**src/rtl/npt_pkg.sv**
```systemverilog
// Shared definitions for the NPU convolution sequencer: FSM encoding and width helper.
package npt_pkg;

    localparam logic [1:0] S_IDLE  = 2'd0;
    localparam logic [1:0] S_RUN   = 2'd1;
    localparam logic [1:0] S_DRAIN = 2'd2;
    localparam logic [1:0] S_DONE  = 2'd3;

    // Address/counter width for a range of v values; a zero-width vector is never produced.
    function automatic int clog2_min1(input int v);
        return ($clog2(v) < 1) ? 1 : $clog2(v);
    endfunction

endpackage

```
**src/rtl/npt_conv_seq_if.sv**
```systemverilog
// Control and buffer-address bundle between the convolution sequencer and its buffers/MAC.
interface npt_conv_seq_if
    import npt_pkg::*;
#(
    parameter int IMG_W = 8,
    parameter int IMG_H = 8,
    parameter int K     = 3
);
    localparam int OUT_W  = IMG_W - K + 1;
    localparam int OUT_H  = IMG_H - K + 1;
    localparam int IN_AW  = clog2_min1(IMG_W * IMG_H);
    localparam int W_AW   = clog2_min1(K * K);
    localparam int OUT_AW = clog2_min1(OUT_W * OUT_H);

    logic              i_start;
    logic              o_busy;
    logic              o_rd_en;
    logic [IN_AW-1:0]  o_in_addr;
    logic [W_AW-1:0]   o_w_addr;
    logic              o_mac_en;
    logic              o_mac_clr;
    logic              o_out_we;
    logic [OUT_AW-1:0] o_out_addr;
    logic              o_done;

    modport master (
        input  i_start,
        output o_busy, o_rd_en, o_in_addr, o_w_addr, o_mac_en, o_mac_clr,
               o_out_we, o_out_addr, o_done
    );

    modport slave (
        output i_start,
        input  o_busy, o_rd_en, o_in_addr, o_w_addr, o_mac_en, o_mac_clr,
               o_out_we, o_out_addr, o_done
    );

endinterface

```
**src/rtl/npt_delay_line.sv**
```systemverilog
// Fixed-depth shift register that carries per-tap control alongside the buffer read latency.
module npt_delay_line #(
    parameter int WIDTH = 1,
    parameter int DEPTH = 1
)(
    input  logic             i_clk,
    input  logic             i_rst,
    input  logic [WIDTH-1:0] i_d,
    output logic [WIDTH-1:0] o_q
);
    logic [WIDTH-1:0] r_sr [DEPTH];

    // NOTE: every stage is cleared, not just the head, so no stale strobe can leak out after reset.
    always_ff @(posedge i_clk) begin
        if (i_rst) begin
            for (int i = 0; i < DEPTH; i++) r_sr[i] <= '0;
        end else begin
            r_sr[0] <= i_d;
            for (int i = 1; i < DEPTH; i++) r_sr[i] <= r_sr[i-1];
        end
    end

    assign o_q = r_sr[DEPTH-1];

endmodule

```
**src/rtl/npt_conv_seq.sv**
```systemverilog
// Convolution sequencer: walks output pixels and kernel taps, issues buffer reads,
// and drives MAC clear/enable and output writes aligned to the buffer read latency.
module npt_conv_seq
    import npt_pkg::*;
#(
    parameter int IMG_W  = 8,
    parameter int IMG_H  = 8,
    parameter int K      = 3,
    parameter int RD_LAT = 1
)(
    input  logic           i_clk,
    input  logic           i_rst,
    npt_conv_seq_if.master bus
);
    localparam int OUT_W  = IMG_W - K + 1;
    localparam int OUT_H  = IMG_H - K + 1;
    localparam int IN_AW  = clog2_min1(IMG_W * IMG_H);
    localparam int W_AW   = clog2_min1(K * K);
    localparam int OUT_AW = clog2_min1(OUT_W * OUT_H);
    localparam int KW     = clog2_min1(K);
    localparam int XW     = clog2_min1(OUT_W);
    localparam int YW     = clog2_min1(OUT_H);

    logic [1:0]        r_state;
    logic [KW-1:0]     r_kx, r_ky;
    logic [XW-1:0]     r_ox;
    logic [YW-1:0]     r_oy;

    logic              w_run;
    logic              w_kx_last, w_ky_last, w_ox_last, w_oy_last, w_tap_last;
    logic [IN_AW-1:0]  w_in_addr;
    logic [W_AW-1:0]   w_w_addr;
    logic [OUT_AW-1:0] w_pix_addr;
    logic [OUT_AW+2:0] w_tap_d, w_tap_q;
    logic [OUT_AW:0]   w_wr_d, w_wr_q;
    logic              w_mac_en, w_mac_clr, w_pix_last_q;
    logic [OUT_AW-1:0] w_pix_addr_q;
    logic              w_out_we;
    logic [OUT_AW-1:0] w_out_addr;

    assign w_run      = (r_state == S_RUN);
    assign w_kx_last  = (r_kx == KW'(K - 1));
    assign w_ky_last  = (r_ky == KW'(K - 1));
    assign w_ox_last  = (r_ox == XW'(OUT_W - 1));
    assign w_oy_last  = (r_oy == YW'(OUT_H - 1));
    assign w_tap_last = w_kx_last & w_ky_last & w_ox_last & w_oy_last;

    // Counters wrap to zero after the final tap, so addresses read zero outside RUN.
    assign w_in_addr  = (IN_AW'(r_oy) + IN_AW'(r_ky)) * IN_AW'(IMG_W) + IN_AW'(r_ox) + IN_AW'(r_kx);
    assign w_w_addr   = W_AW'(r_ky) * W_AW'(K) + W_AW'(r_kx);
    assign w_pix_addr = w_run ? (OUT_AW'(r_oy) * OUT_AW'(OUT_W) + OUT_AW'(r_ox)) : '0;

    assign w_tap_d = {w_run,
                      w_run & (r_kx == '0) & (r_ky == '0),
                      w_run & w_kx_last & w_ky_last,
                      w_pix_addr};

    npt_delay_line #(.WIDTH(OUT_AW + 3), .DEPTH(RD_LAT)) u_rd_dly (
        .i_clk (i_clk),
        .i_rst (i_rst),
        .i_d   (w_tap_d),
        .o_q   (w_tap_q)
    );

    assign {w_mac_en, w_mac_clr, w_pix_last_q, w_pix_addr_q} = w_tap_q;
    assign w_wr_d = {w_pix_last_q, w_pix_addr_q};

    // One extra stage: the MAC result is valid the cycle after its last accumulate.
    npt_delay_line #(.WIDTH(OUT_AW + 1), .DEPTH(1)) u_wr_dly (
        .i_clk (i_clk),
        .i_rst (i_rst),
        .i_d   (w_wr_d),
        .o_q   (w_wr_q)
    );

    assign {w_out_we, w_out_addr} = w_wr_q;

    // NOTE: state and counters use non-blocking assignments so all registers update from pre-edge values.
    always_ff @(posedge i_clk) begin
        if (i_rst) begin
            r_state <= S_IDLE;
            r_kx    <= '0;
            r_ky    <= '0;
            r_ox    <= '0;
            r_oy    <= '0;
        end else begin
            case (r_state)
                S_IDLE: begin
                    if (bus.i_start) begin
                        r_state <= S_RUN;
                        r_kx    <= '0;
                        r_ky    <= '0;
                        r_ox    <= '0;
                        r_oy    <= '0;
                    end
                end
                S_RUN: begin
                    r_kx <= w_kx_last ? '0 : r_kx + 1'b1;
                    if (w_kx_last)
                        r_ky <= w_ky_last ? '0 : r_ky + 1'b1;
                    if (w_kx_last && w_ky_last)
                        r_ox <= w_ox_last ? '0 : r_ox + 1'b1;
                    if (w_kx_last && w_ky_last && w_ox_last)
                        r_oy <= w_oy_last ? '0 : r_oy + 1'b1;
                    if (w_tap_last)
                        r_state <= S_DRAIN;
                end
                S_DRAIN: begin
                    if (w_out_we && (w_out_addr == OUT_AW'(OUT_W * OUT_H - 1)))
                        r_state <= S_DONE;
                end
                S_DONE:  r_state <= S_IDLE;
                default: r_state <= S_IDLE;
            endcase
        end
    end

    assign bus.o_busy     = (r_state != S_IDLE);
    assign bus.o_rd_en    = w_run;
    assign bus.o_in_addr  = w_in_addr;
    assign bus.o_w_addr   = w_w_addr;
    assign bus.o_mac_en   = w_mac_en;
    assign bus.o_mac_clr  = w_mac_clr;
    assign bus.o_out_we   = w_out_we;
    assign bus.o_out_addr = w_out_addr;
    assign bus.o_done     = (r_state == S_DONE);

endmodule

```
**src/flat_wrapper.sv**
```systemverilog
// flat-port wrapper written by rule: the top's interface ports become plain ports
module npt_conv_seq_flat import npt_pkg::*;
#(
    parameter int IMG_W  = 8,
    parameter int IMG_H  = 8,
    parameter int K      = 3,
    parameter int RD_LAT = 1
)
  (i_clk, i_rst, bus_i_start, bus_o_busy, bus_o_rd_en, bus_o_in_addr, bus_o_w_addr, bus_o_mac_en, bus_o_mac_clr, bus_o_out_we, bus_o_out_addr, bus_o_done);
  npt_conv_seq_if #(.IMG_W(IMG_W), .IMG_H(IMG_H), .K(K)) bus_i ();
  input  logic i_clk;
  input  logic i_rst;
  input wire logic [$bits(bus_i.i_start)-1:0] bus_i_start;
  output wire logic [$bits(bus_i.o_busy)-1:0] bus_o_busy;
  output wire logic [$bits(bus_i.o_rd_en)-1:0] bus_o_rd_en;
  output wire logic [$bits(bus_i.o_in_addr)-1:0] bus_o_in_addr;
  output wire logic [$bits(bus_i.o_w_addr)-1:0] bus_o_w_addr;
  output wire logic [$bits(bus_i.o_mac_en)-1:0] bus_o_mac_en;
  output wire logic [$bits(bus_i.o_mac_clr)-1:0] bus_o_mac_clr;
  output wire logic [$bits(bus_i.o_out_we)-1:0] bus_o_out_we;
  output wire logic [$bits(bus_i.o_out_addr)-1:0] bus_o_out_addr;
  output wire logic [$bits(bus_i.o_done)-1:0] bus_o_done;
  assign bus_i.i_start = bus_i_start;
  assign bus_o_busy = bus_i.o_busy;
  assign bus_o_rd_en = bus_i.o_rd_en;
  assign bus_o_in_addr = bus_i.o_in_addr;
  assign bus_o_w_addr = bus_i.o_w_addr;
  assign bus_o_mac_en = bus_i.o_mac_en;
  assign bus_o_mac_clr = bus_i.o_mac_clr;
  assign bus_o_out_we = bus_i.o_out_we;
  assign bus_o_out_addr = bus_i.o_out_addr;
  assign bus_o_done = bus_i.o_done;
  npt_conv_seq #(.IMG_W(IMG_W), .IMG_H(IMG_H), .K(K), .RD_LAT(RD_LAT)) u_core (.i_clk(i_clk), .i_rst(i_rst), .bus(bus_i));
endmodule
```
**config.mk**
```make
export PLATFORM = sky130hd
export DESIGN_NAME = npt_conv_seq_flat
export DESIGN_NICKNAME = d
export VERILOG_FILES = /design/src/rtl/npt_pkg.sv /design/src/rtl/npt_conv_seq_if.sv /design/src/rtl/npt_delay_line.sv /design/src/rtl/npt_conv_seq.sv /design/src/flat_wrapper.sv
export SDC_FILE = /design/constraint.sdc
export NUM_CORES = 1
export LEC_CHECK = 0
export BUFFER_PORTS_ARGS = -buffer_cell sky130_fd_sc_hd__buf_2
export CORE_MARGIN = 4
export CORE_UTILIZATION = 50
export CTS_CLUSTER_SIZE = 14
export DETAILED_ROUTE_END_ITERATION = 7
export PLACE_DENSITY_LB_ADDON = 0.3
export REMOVE_ABC_BUFFERS = 1
export SYNTH_ARGS = -nofsm -noshare
export SYNTH_HDL_FRONTEND = slang
export SYNTH_SLANG_ARGS = --single-unit
export TNS_END_PERCENT = 50
```
**constraint.sdc**
```tcl
create_clock -name i_clk -period 3.06 [get_ports i_clk]
set_clock_uncertainty 0.2 [all_clocks]
set_input_delay 0.918 -clock i_clk [delete_from_list [all_inputs] [get_ports i_clk]]
set_output_delay 0.918 -clock i_clk [all_outputs]
set_load 0.005 [all_outputs]
```
==> results of run 1 <==
## cells by family after synthesis
logic type,after synthesis,synth area share
adder cells (fa/ha/maj),25,0.224
AO/OA/AOI/OAI,25,0.105
AND/OR/NAND/NOR,53,0.194
multiplexers,5,0.0329
XOR/XNOR,8,0.0439
flip-flops,28,0.351
buffers and inverters,21,0.0493
## per-stage QoR
step	instances	power, uW
floorplan	161	706
global placement	233	819
detailed placement	233	840
CTS	238	1080
global route	238	1150
finish	238	1080
## cell type report
type	count	area, um^2	share of cell area
clock buffer	3	22.5	0.0121
clock inverter	1	30.0	0.0162
timing repair buffer	29	158	0.0850
inverter	17	63.8	0.0344
sequential	28	564	0.304
multi-input combinational	116	961	0.518
tap	44	55.1	0.0297
## sequential cells by signal, indices dropped and copies added, names as in the netlist
| name | count |
|---|---|
| u_core.r_kx | 2 |
| u_core.r_ky | 2 |
| u_core.u_wr_dly.r_sr | 7 |
| u_core.r_oy | 3 |
| u_core.r_ox | 3 |
| u_core.u_rd_dly.r_sr | 9 |
| u_core.r_state | 2 |
## per-layer routing
metal	vias to the layer above	share of wire	track usage	routed length, um
met1	610	0.42	0.180	1300
met3	4	0.031	0.0260	98
met4	0	0.015	0.0554	48
met5	-	0	0	0
li1	617	-	-	-
met2	19	0.54	0.316	1680
## synth_stat cells (2+ instances only)
cell      number  area share
and2_1         3       0.012
dfxtp_1       28        0.35
mux2_2         2       0.014
nand2b_1       3       0.012
mux2i_1        3       0.019
nor3_1         2      0.0063
nor2b_1        7       0.027
xnor2_1        6       0.033
nor2_1        12       0.028
a21o_1         2      0.0094
ha_1          19        0.15
or4_2          2       0.011
fa_1           6       0.075
or3_2          3       0.014
clkbuf_1       4      0.0094
a21oi_1       10       0.031
inv_1         17       0.040
o21ai_0        6       0.019
nand2_1        9       0.021
nand3_1        3      0.0094
xor2_1         2       0.011
## power by group through the flow
stage / registers [uW] / logic (uW) / clock network, uW
4_1_cts: 426 / 411 / 246
6_report: 426 / 407 / 245
3_5_place_dp: 433 / 407 / 0
2_1_floorplan: 429 / 277 / 0
3_3_place_gp: 429 / 390 / 0
5_1_grt: 432 / 457 / 262
## worst max path at each step
stage,from,to,slack [ns]
floorplan,u_core.r_kx[1],bus_o_w_addr[2],0.19
global placement,u_core.r_ky[1],bus_o_w_addr[2],0.19
detailed placement,u_core.r_ky[1],bus_o_w_addr[2],0.14
CTS,u_core.r_ky[0],bus_o_w_addr[2],-0.15
global route,u_core.r_ky[0],bus_o_w_addr[2],-0.20
finish,u_core.r_ky[0],bus_o_w_addr[2],-0.13
## timing repair
action | CTS | global route
buffers inserted | 1 | 0
setup endpoints to repair | 3 | 3
resized for setup | 5 | 0
pin swaps | 0 | 1
==> results by group, run 1 <==
Outcome
  – Outcome: complete, but fails checks
  – Failing checks: setup timing

Timing
  – Final min period: 3.19 ns
  – Worst Tran Pin Value: approximately 0.85 ns
  – Final Cycle Share: 1.04
  – Slew Viols, Final: 0
  – FMAX: 0.314 GHz
  – Final WS setup: -0.130 ns
  – Setup_tns: -0.200 ns
  – Worst hold slack: 0.258 ns
  – Rel. slew slack: 0.415
  – Setup-failing EPs final: 3
  – Fin. Hold Viols: 0
  – RSZ-0062 raised after global routing: yes

Yosys
  – Yosys warning total: 0
  – Top FF cell, synth: dfxtp_1
  – Syn avg cell area: 9.68 um^2
  – Distinct cells, synth: 37
  – Register bit total from synthesis: 28
  – Async SR Flop Fraction: 0
  – Post-synthesis cell count: 165
  – Mapped Area: 1600 um^2
  – EDFF count, synth: 0
  – Seq/Total Area, Yosys: 0.351

Global route
  – Largest net degree at the start of global routing: 23
  – First-pass GRT wire length: 5370 um
  – Number of global-route vias before repair: 1227
  – GR Overflow Total: 0
  – Total track usage: 0.164
  – Antenna violations before repair: 0

Clock network
  – H-Tree Depth: 1
  – Root Buffer: clkbuf_4
  – CTS tree: done
  – Clock slew at reported path FFs: 0.15 ns
  – CTS sink count: 28
  – Number of buffers created by CTS: 3
  – Post-CTS Hold Buffers: 0
  – Clk_lat worst skew: 0.33 ns
  – Clk buf depth: 2

Pwr
  – Combinational power share: 0.377
  – Switching Fraction: 0.341
  – Leakage power: 0.000867 uW
  – Sequential power share: 0.395
  – Sw power: roughly 370 uW
  – Power per Cell Area: 581 nW/um^2
  – Clk pwr share: 0.227
  – Internal: around 700 uW
  – VDD IR max: 240 uV

Place
  – Pre-CTS setup slack: 0.142 ns
  – PortBufs: 24
  – Post-DP HPWL: 2380 um
  – Post-DP Area: around 1800 um^2
  – GP Congestion: 0.787

Critical path
  – Setup CP Type: flop to output port
  – Critical path depth in cells: 6
  – R2r endpoint: u_core.r_state[0]
  – CP max stage cell: fa_1
  – CP delay by family, top: adder cells
  – WP data arrival: 2.07 ns
  – Worst R2R Setup Slack: 0.74 ns
  – Cell Chain, Critical Path: inv_2 > fa_1 > inv_1 > ha_2 > fa_1 > buf_2
  – CP startpoint kind: flop
  – Reg2reg path depth: 6
  – Critical Path RT: a little under 2 ns
  – Crit path capture type: output port
  – CP dominant cell by count: fa_1
  – Crit-path max FO: 3
  – R2r startpoint: u_core.r_ky[1]
  – Crit path buf inv count: 3
  – CP max stage delay: 0.52 ns

Layout
  – Area Overhead vs Synth: 16.1%
  – Final #Nets: 223
  – Share of cells above drive strength 1: 0.258
  – Commonest non-fill, non-tap cell in the layout: dfxtp_1
  – Design area: 1850 um^2
  – Fillers: 279
  – Final core occ: 0.607
  – N_diodes: 0
  – Most frequent cells in the layout: dfxtp_1 (25), buf_2 (24), ha_1 (18), inv_1 (16), nor2_1 (12)

Routing
  – First-pass DRT Iterations: 4
  – Starting DRT DRC Count: 33
  – Total number of vias: 1250
  – Vias per cell: 5.25
  – Wire per inst: 13.1 um
  – DRC Markers: 0
  – Post-Route WL: 3130 um
  – Detail Route Antenna Nets: 0

Job
  – Total of max-cap violations: 0

Worst hold path
  – WHS Path Cells: 1
  – Worst hold endpoint: u_core.u_wr_dly.r_sr[0][4]
  – HP Start: u_core.u_rd_dly.r_sr[0][4]
  – Hold Path Class: flop to flop

Floorplanning
  – Core Rows: 20
  – Initial Util: 0.523
  – Die X: approximately 65 um
  – # IOs: 25
  – Chip Height: 64.5 um
  – DIE AREA: between 4000 and 5000 um^2
  – Core Area: 3050 um^2
Power figures use the tool's default switching activity.
==> inputs of run 2 (changes only) <==
clock period = 3.8 ns   (was 3.06 ns; I/O delays follow)
==> results by group, run 2 (synthesized netlist as in run 1, its figures left out) <==
Outcome
  – Outcome: complete, no violations

Layout
  – Fillers: 293 (+5.0%)
  – Number of flip-flops in the largest register: 9 (unchanged)
  – Final #Nets: 218 (-2.2%)
  – N_diodes: 0 (unchanged)
  – Final core occ: 0.593 (-0.0143)
  – Share of cells above drive strength 1: 0.212 (-0.0461)
  – Largest Register: u_core.u_rd_dly.r_sr
  – Commonest non-fill, non-tap cell in the layout: dfxtp_1
  – Area Overhead vs Synth: 13.3%
  – Largest regs: u_core.u_rd_dly.r_sr x9, u_core.u_wr_dly.r_sr x7
  – Most frequent cells in the layout: dfxtp_1 (28), buf_2 (24), ha_1 (19), inv_1 (17), nor2_1 (12)
  – Design area: 1810 um^2 (-2.4%)

Timing
  – Fin. Hold Viols: 0 (unchanged)
  – FMAX: 0.272 GHz
  – Slew Viols, Final: 0 (unchanged)
  – Final min period: 3.67 ns
  – Final WS setup: 0.128 ns (+0.258 ns)
  – Setup-failing EPs final: 0 (-3)
  – Final Cycle Share: 0.966
  – Worst hold slack: 0.258 ns (+0.0000420 ns)
  – RSZ-0062 raised after global routing: no
  – Setup_tns: 0 ns (+0.200 ns)
  – Rel. slew slack: 0.428 (+0.0133)
  – Worst Tran Pin Value: 0.834 ns (-0.0194 ns)

Routing
  – Total number of vias: 1221 (-2.3%)
  – Starting DRT DRC Count: 55 (+67%)
  – Vias per cell: 5.24 (-0.22%)
  – Detail Route Antenna Nets: 0 (unchanged)
  – First-pass DRT Iterations: 4 (unchanged)
  – Wire per inst: 12.8 um (-2.6%)
  – DRC Markers: 0 (unchanged)
  – Post-Route WL: 2980 um (-4.6%)

Clock network
  – CTS sink count: 28 (unchanged)
  – CTS tree: done
  – Number of buffers created by CTS: 3 (unchanged)
  – Post-CTS Hold Buffers: 0 (unchanged)
  – Clock slew at reported path FFs: 0.16 ns (about the same)
  – Clk buf depth: 2 (unchanged)
  – PostCTS Resize Cnt: 0 (-5)
  – Root Buffer: clkbuf_4
  – Setup Fix Bufs, Post-CTS: 0 (-1)
  – H-Tree Depth: 1 (unchanged)
  – Clk_lat worst skew: 0.34 ns (about the same)

Critical path
  – Critical path depth in cells: 6 (unchanged)
  – WP data arrival: 2.33 ns (+0.26 ns)
  – CP delay by family, top: adder cells
  – CP startpoint kind: flop
  – R2r startpoint: u_core.r_state[1]
  – Critical Path RT: 2.46 ns (+0.52 ns)
  – CP max stage cell: dfxtp_1
  – Setup CP Type: flop to output port
  – Crit path buf inv count: 3 (unchanged)
  – Crit path capture type: output port
  – Crit-path max FO: 8 (+5)
  – Cell Chain, Critical Path: inv_1 > fa_1 > inv_1 > ha_1 > fa_1 > buf_2
  – CP startpoint: u_core.r_kx[1]
  – CP max stage delay: 0.54 ns (+0.02 ns)
  – Reg2reg path depth: 5 (-1)

Global route
  – Number of global-route vias before repair: 1194 (-2.7%)
  – GR Overflow Total: 0 (unchanged)
  – Antenna violations before repair: 0 (unchanged)
  – First-pass GRT wire length: 5200 um (-3.2%)
  – Total track usage: 0.158 (-0.00628)
  – Largest net degree at the start of global routing: 23 (unchanged)

Place
  – GP Congestion: 0.789 (+0.25%)
  – Post-DP Area: 1760 um^2 (-1.7%)
  – Pre-CTS setup slack: 0.522 ns (+0.380 ns)
  – Post-DP HPWL: 2320 um (-2.5%)
  – PortBufs: 24 (unchanged)

Worst hold path
  – HP Start: u_core.u_rd_dly.r_sr[0][2]
  – Hold Path Class: flop to flop
  – WHS Path Cells: 1 (unchanged)

Floorplanning
  – Core Rows: 20 (unchanged)
  – # IOs: 25 (unchanged)
  – Die X: 64.5 um (unchanged)
  – Initial Util: 0.523 (unchanged)
  – DIE AREA: 4160 um^2 (unchanged)
  – Chip Height: 64.5 um (unchanged)
  – Core Area: 3050 um^2 (unchanged)

Pwr
  – VDD IR max: 231 uV (-3.8%)
  – Leakage power: 0.000843 uW (-2.8%)
  – Power per Cell Area: 471 nW/um^2 (-19%)

Job
  – Total of max-cap violations: 0 (unchanged)
run 2: cell types whose count changed in the layout (fill, tap and decap cells not counted), sizes merged:
| cell | previous run | this run |
|---|---|---|
| buf | 29 | 24 |
run 2: through the flow:
step                std cells  power [uW]
floorplan                 161         568
global placement          229         652
detailed placement        229         662
CTS                       233         862
global route              233         909
finish                    233         853
run 2: report_power, final:
group          internal (uW)  total [uW]  switching [uW]
logic                    136         307             171
registers                318         345            26.4
clock network            107         201            93.9
run 2: final timing paths:
path,end,slack (ns)
max,bus_o_w_addr[2],0.13
min,u_core.u_wr_dly.r_sr[0][2],0.26
max reg2reg,u_core.r_oy[1],1.22
min reg2reg,u_core.u_wr_dly.r_sr[0][2],0.26
run 2: cell type report:
cell class                      count  area [um^2]  area share
Sequential cell                    28          561       0.310
Timing Repair Buffer               24          120      0.0663
Clock buffer                        3         22.5      0.0124
Multi-Input combinational cell    116          958       0.529
Tap cell                           44         55.1      0.0304
Inverter                           17         63.8      0.0352
Clock inverter                      1         30.0      0.0166
run 2: per-layer routing:
layer / up-vias / global-route usage / wire [um]
met5: - / 0 / 0
met2: 21 / 0.280 / 1510
met4: 0 / 0.0554 / 40
met1: 592 / 0.185 / 1320
met3: 6 / 0.0364 / 114
li1: 602 / - / -
run 2: worst register-to-register path: stages (launching register included):
cell and delay, ns:
dfxtp_1 0.37, inv_1 0.11, ha_1 0.50, mux2i_1 0.42
or4_2 0.73, a21oi_1 0.18
